===== src/rtl/sc_race_timebase_pkg.sv =====
// rtl/sc_race_timebase_pkg.sv - shared state encodings and default sizing for the race timebase
package sc_race_timebase_pkg;

  typedef enum logic [1:0] {
    ST_IDLE    = 2'b00,
    ST_RUNNING = 2'b01,
    ST_PAUSED  = 2'b10,
    ST_TIMEOUT = 2'b11
  } rt_state_e;

  localparam int unsigned RT_DEFAULT_DIVISOR   = 50000000;
  localparam int unsigned RT_DEFAULT_DATAWIDTH = 8;

endpackage


===== src/rtl/sc_race_prescaler.sv =====
// rtl/sc_race_prescaler.sv - divide-by-DIVISOR counter with a registered terminal-count pulse
module sc_race_prescaler
  import sc_race_timebase_pkg::*;
#(
  parameter int unsigned DIVISOR = RT_DEFAULT_DIVISOR
) (
  input  logic clk,
  input  logic rst_n,
  input  logic en,
  input  logic clr,
  output logic last,
  output logic tc
);

  localparam int unsigned W = (DIVISOR > 2) ? $clog2(DIVISOR) : 1;
  localparam logic [W-1:0] LAST_VAL = W'(DIVISOR - 1);

  logic [W-1:0] count_q, count_d;
  logic         tc_q, tc_d;

  assign last = (count_q == LAST_VAL);
  assign tc   = tc_q;

  // Clear outranks enable so a same-cycle clear never leaks a pulse.
  always_comb begin
    count_d = count_q;
    tc_d    = 1'b0;
    if (clr) begin
      count_d = '0;
    end else if (en) begin
      if (last) begin
        count_d = '0;
        tc_d    = 1'b1;
      end else begin
        count_d = count_q + 1'b1;
      end
    end
  end

  always_ff @(posedge clk or negedge rst_n) begin
    if (!rst_n) begin
      count_q <= '0;
      tc_q    <= 1'b0;
    end else begin
      count_q <= count_d;
      tc_q    <= tc_d;
    end
  end

endmodule


===== src/rtl/sc_race_timebase.sv =====
// rtl/sc_race_timebase.sv - race countdown FSM: start/pause/clear, seconds register and tick output
module sc_race_timebase
  import sc_race_timebase_pkg::*;
#(
  parameter int unsigned RaceTimebase_DIVISOR   = RT_DEFAULT_DIVISOR,
  parameter int unsigned RaceTimebase_DATAWIDTH = RT_DEFAULT_DATAWIDTH
) (
  input  logic                              SC_RaceTimebase_CLOCK_50,
  input  logic                              SC_RaceTimebase_RESET_InLow,
  input  logic                              SC_RaceTimebase_START_InHigh,
  input  logic                              SC_RaceTimebase_PAUSE_InHigh,
  input  logic                              SC_RaceTimebase_CLEAR_InHigh,
  input  logic [RaceTimebase_DATAWIDTH-1:0] SC_RaceTimebase_LOAD_InBUS,
  output logic                              SC_RaceTimebase_TICK_OutHigh,
  output logic [RaceTimebase_DATAWIDTH-1:0] SC_RaceTimebase_SECONDS_OutBUS,
  output logic [1:0]                        SC_RaceTimebase_STATE_OutBUS,
  output logic                              SC_RaceTimebase_TIMEOUT_OutHigh
);

  localparam int unsigned DW = RaceTimebase_DATAWIDTH;

  rt_state_e         state_q, state_d;
  logic [DW-1:0]     seconds_q, seconds_d;
  logic              pre_en, pre_clr, pre_last, pre_tc;

  logic clear, pause, start;
  assign clear = SC_RaceTimebase_CLEAR_InHigh;
  assign pause = SC_RaceTimebase_PAUSE_InHigh;
  assign start = SC_RaceTimebase_START_InHigh;

  sc_race_prescaler #(
    .DIVISOR(RaceTimebase_DIVISOR)
  ) u_prescaler (
    .clk  (SC_RaceTimebase_CLOCK_50),
    .rst_n(SC_RaceTimebase_RESET_InLow),
    .en   (pre_en),
    .clr  (pre_clr),
    .last (pre_last),
    .tc   (pre_tc)
  );

  // Priority CLEAR > PAUSE > START; the prescaler only advances on an uncontested RUNNING cycle.
  always_comb begin
    state_d   = state_q;
    seconds_d = seconds_q;
    pre_en    = 1'b0;
    pre_clr   = 1'b0;
    if (clear) begin
      state_d   = ST_IDLE;
      seconds_d = '0;
      pre_clr   = 1'b1;
    end else begin
      case (state_q)
        ST_IDLE: begin
          pre_clr = 1'b1;
          if (!pause && start) begin
            seconds_d = SC_RaceTimebase_LOAD_InBUS;
            state_d   = (SC_RaceTimebase_LOAD_InBUS != '0) ? ST_RUNNING : ST_TIMEOUT;
          end
        end
        ST_RUNNING: begin
          if (pause) begin
            state_d = ST_PAUSED;
          end else begin
            pre_en = 1'b1;
            if (pre_last) begin
              if (seconds_q <= DW'(1)) begin
                seconds_d = '0;
                state_d   = ST_TIMEOUT;
              end else begin
                seconds_d = seconds_q - 1'b1;
              end
            end
          end
        end
        ST_PAUSED: begin
          if (!pause && start) begin
            state_d = ST_RUNNING;
          end
        end
        ST_TIMEOUT: begin
          pre_clr = 1'b1;
        end
        default: begin
          state_d = ST_IDLE;
          pre_clr = 1'b1;
        end
      endcase
    end
  end

  always_ff @(posedge SC_RaceTimebase_CLOCK_50 or negedge SC_RaceTimebase_RESET_InLow) begin
    if (!SC_RaceTimebase_RESET_InLow) begin
      state_q   <= ST_IDLE;
      seconds_q <= '0;
    end else begin
      state_q   <= state_d;
      seconds_q <= seconds_d;
    end
  end

  assign SC_RaceTimebase_TICK_OutHigh    = pre_tc;
  assign SC_RaceTimebase_SECONDS_OutBUS  = seconds_q;
  assign SC_RaceTimebase_STATE_OutBUS    = state_q;
  assign SC_RaceTimebase_TIMEOUT_OutHigh = (state_q == ST_TIMEOUT);

endmodule


===== config.mk =====
export PLATFORM = sky130hd
export DESIGN_NAME = sc_race_timebase
export DESIGN_NICKNAME = d
export VERILOG_FILES = /design/src/rtl/sc_race_timebase_pkg.sv /design/src/rtl/sc_race_prescaler.sv /design/src/rtl/sc_race_timebase.sv
export SDC_FILE = /design/constraint.sdc
export NUM_CORES = 1
export LEC_CHECK = 0
export CAP_MARGIN = 20
export CORE_MARGIN = 3
export CORE_UTILIZATION = 57
export DETAILED_ROUTE_END_ITERATION = 12
export GPL_ROUTABILITY_DRIVEN = 1
export GPL_TIMING_DRIVEN = 0
export PLACE_DENSITY = 0.84
export SYNTH_ARGS = -nofsm -noshare
export SYNTH_HDL_FRONTEND = slang
export SYNTH_SLANG_ARGS = --single-unit

===== constraint.sdc =====
create_clock -name SC_RaceTimebase_CLOCK_50 -period 2.54 [get_ports SC_RaceTimebase_CLOCK_50]
set_input_delay 0.508 -clock SC_RaceTimebase_CLOCK_50 [delete_from_list [all_inputs] [get_ports SC_RaceTimebase_CLOCK_50]]
set_output_delay 0.508 -clock SC_RaceTimebase_CLOCK_50 [all_outputs]
set_load 0.005 [all_outputs]

==> results.py <==
metrics = {
    "global_route": {
        "first_global_vias": 2156,
        "grt_overflow": 0,
        "grt_usage_pct": 25.55,
        "grt_max_degree": 38,
        "grt_pass1_wl_mm": 10.38,
        "antenna_found_initial": 0,
    },
    "job": {
        "cap_viol_max_count": 0,
    },
    "worst_setup_path": {
        "rrSetupSlack_ns": 0.08,
        "cp_num_buf_inv": 0,
        "crit_family": "simple AND/OR/NAND/NOR gates",
        "cp.arrival_ns": 2.64,
        "cp-startpoint": "u_prescaler.count_q[7]$_DFFE_PN0P_",
        "required_ns": 2.71,
        "worst_path_max_delay_cell": "nor4_4",
        "start_kind": "flip-flop",
        "critical_path.max_fanout": 6,
        "cp_cell_sequence": "or4b_4 -> nor4_4 -> nand3_1 -> a31oi_2 -> mux2_1",
        "r2r_start": "u_prescaler.count_q[7]$_DFFE_PN0P_",
        "worstSetupPathType": "reg -> reg",
        "endpoint_kind": "flip-flop",
        "crit_path_max_incr_delay_ns": 0.56,
    },
    "placed_design": {
        "place_area_sq_um": 2660,
        "place_ws_ns": -0.08262,
        "io_buffers": 23,
        "place_congestion": 0.9433,
        "dp.cells": 337,
        "dp_hpwl_mm": 4.306,
    },
    "cts": {
        "clock_path_buffers": 2,
        "hold_buffers": 0,
        "post_cts_buffers": 0,
        "cts-root-buf": "clkbuf_8",
        "numClockSinks": 37,
        "cts_buffers": 5,
        "h-tree-depth": 2,
        "cts.clk_slew.worst_paths_ns": 0.08,
        "clkLatencyLatePin_ns": 0.29,
        "cts_tree": "built",
    },
    "worst_hold_path": {
        "hp-class": "in -> async",
    },
    "die": {
        "placementRows": 22,
        "start_util_pct": 62.07,
        "design.core.area_sq_um": 3826,
        "dieArea_sq_um": 4977,
        "pin_count": 25,
        "dieHeight_um": 70.55,
        "die_w_um": 70.55,
    },
    "power_and_ir_drop": {
        "power.total_mw": 2.286,
        "power.leakage_nw": 1.092,
        "pwr_density_cell_nw_per_um2": 820.1,
        "pwr-share-clk_pct": 20.2,
        "power.internal_mw": 1.304,
        "p_sw_share_pct": 42.98,
        "ir_worst_vdd_v": 0.0005065,
        "pwr-share-seq_pct": 31.0,
        "switchingPower_uw": 982.6,
        "p_comb_share_pct": 48.8,
    },
    "synthesis": {
        "synth_cells": 266,
        "synth-warning-count": 0,
        "syn_area_sq_um": 2375,
        "synth_nets": 286,
        "synth_top_flop_cell": "dfrtp_1",
        "synth_top_area_share_pct": 38.99,
        "ys_ff_latch": 37,
        "yosys.area.top_type": "dfrtp_1",
        "synth_seq_area_share_pct": 38.99,
        "synthDistinctLibCells": 58,
        "synth_edf_count": 0,
        "syn_area_per_cell_sq_um": 8.928,
        "ys_async_sr_fraction_pct": 100.0,
        "synthTopCellsByArea": "dfrtp_1 39%, a31oi_1 4.7%, nor2_1 3.8%, ha_1 3.7%, a21oi_1 3.2%",
    },
    "layout": {
        "final_cell_area_sq_um": 2788,
        "nets": 315,
        "fin_cells": 344,
        "fillers": 293,
        "diodes": 0,
        "utilization_pct": 72.86,
        "drive_gt1_share_pct": 10.14,
        "synthToLayoutAreaGrowth_pct": 17.39,
    },
    "timing": {
        "final_hold_viol_count": 0,
        "worst_pin_slew_ns": 0.8368,
        "setup_ws_ns": 0.07761,
        "fin_skew_ns": 0.005944,
        "rsz0062_at_grt": "true",
        "fin_crit_ns": 2.462,
        "min_period_over_period_pct": 96.94,
        "slew_headroom_pct": 44.21,
        "slew_viol_final": 0,
        "setup_viol": 0,
        "fmax_mhz": 406.1,
    },
    "detailed_routing": {
        "final_antenna_net_count": 0,
        "wl_mm": 6.200,
        "first_pass_iters": 5,
        "remaining_drc_errors": 0,
        "wl_per_cell_um": 18.02,
        "vias": 2279,
        "vias_per_cell": 6.625,
        "drt_iter0_markers": 238,
    },
    "status": {
        "status": "complete, no violations",
    },
}
[sequential cells by signal, summed over array words and instances (netlist names)]
name	cells
u_prescaler.count_q	26
SC_RaceTimebase_SECONDS_OutBUS	8
SC_RaceTimebase_STATE_OutBUS	2
u_prescaler.tc	1
[cell usage after synthesis, types with 7 or more instances]
cell     number
a21oi_1      15
a31oi_1      18
and3_1        8
dfrtp_1      37
ha_1          7
inv_1        11
nand2_1      15
nand3_1      13
nand4_1       7
nor2_1       24
nor3_1       13
xnor2_1       7
[final cells by class]
class	instances	area, sq um	share of cell area (%)
Buffer	8	42.54	1.526
Clock buffer	7	96.34	3.456
Clock inverter	1	5.005	0.1795
Inverter	11	41.29	1.481
Multi-Input combinational cell	209	1391	49.91
Sequential cell	37	925.9	33.21
Tap cell	48	60.06	2.154
Timing Repair Buffer	23	225.2	8.079
[placed cells by master (no fill, tap or decap), drive strengths merged, types with 3 or more instances in the layout]
cell           instances
or3                    3
xnor2                  7
buf                    4
and2                   4
or4                    4
clkbuf                12
nor2                  24
and3                   8
nor3                  14
clkdlybuf4s50         22
nand2                 15
xor2                   4
nand4                  8
a21oi                 16
inv                   11
o21ai                 11
a31oi                 19
nor4                   4
o311ai                 4
ha                     7
dfrtp                 37
mux2i                  3
nand2b                 4
nor2b                  6
nand3                 13
a41oi                  4
[power groups by stage]
stage	Clock, mW	Combinational [mW]	Sequential (mW)
3_5_place_dp	0	1.04	0.718
2_1_floorplan	0	0.713	0.708
3_3_place_gp	0	1.01	0.717
4_1_cts	0.462	1.06	0.707
6_report	0.463	1.12	0.708
5_1_grt	0.484	1.22	0.719
[logic make-up after synthesis]
| logic type | synth area share, % |
|---|---|
| buf+inv | 3.688 |
| xor+xnor | 4.057 |
| fa+ha+maj | 3.688 |
| flops | 38.99 |
| mux | 2.213 |
| simple gates | 27.08 |
| compound gates | 20.29 |
[metal layers]
layer  GRT usage, %  wire length [um]  vias up
li1               -                 -     1063
met2          40.85              2915       97
met4          4.802                44        0
met3          5.398               408        8
met5              0                 0        -
met1          36.40              2832     1111
[final timing paths]
path	end	cells past startpoint
min in group SC_RaceTimebase_CLOCK_50	u_prescaler.count_q[15]$_DFFE_PN0P_	1
max in group asynchronous	u_prescaler.count_q[22]$_DFFE_PN0P_	1
worst max register to register	SC_RaceTimebase_STATE_OutBUS[1]$_DFFE_PN0P_	5
worst min-delay path	SC_RaceTimebase_SECONDS_OutBUS[2]$_DFFE_PN0P_	1
worst max-delay path	SC_RaceTimebase_STATE_OutBUS[1]$_DFFE_PN0P_	5
worst min register to register	u_prescaler.count_q[15]$_DFFE_PN0P_	1
[what timing repair did]
item                                    4_1_cts  5_1_grt
endpoints found under the setup margin       11       19
pin swaps                                     0        1
resized for setup                             2        5
[stage by stage]
stage               hold WS (ns)   TNS, ns
finish                    0.3085         0
detailed placement        0.5009   -0.4726
global route              0.3791  -0.06342
global placement          0.4858  -0.02928
floorplan                 0.2124         0
CTS                       0.3547         0
[worst register-to-register path, cell delays in order (launching register included)]
cell     delay, ns
dfrtp_1       0.45
or4b_4        0.55
nor4_4        0.56
nand3_1       0.17
a31oi_2       0.27
mux2_1        0.34
No activity file was read; power rests on OpenSTA's default activity.
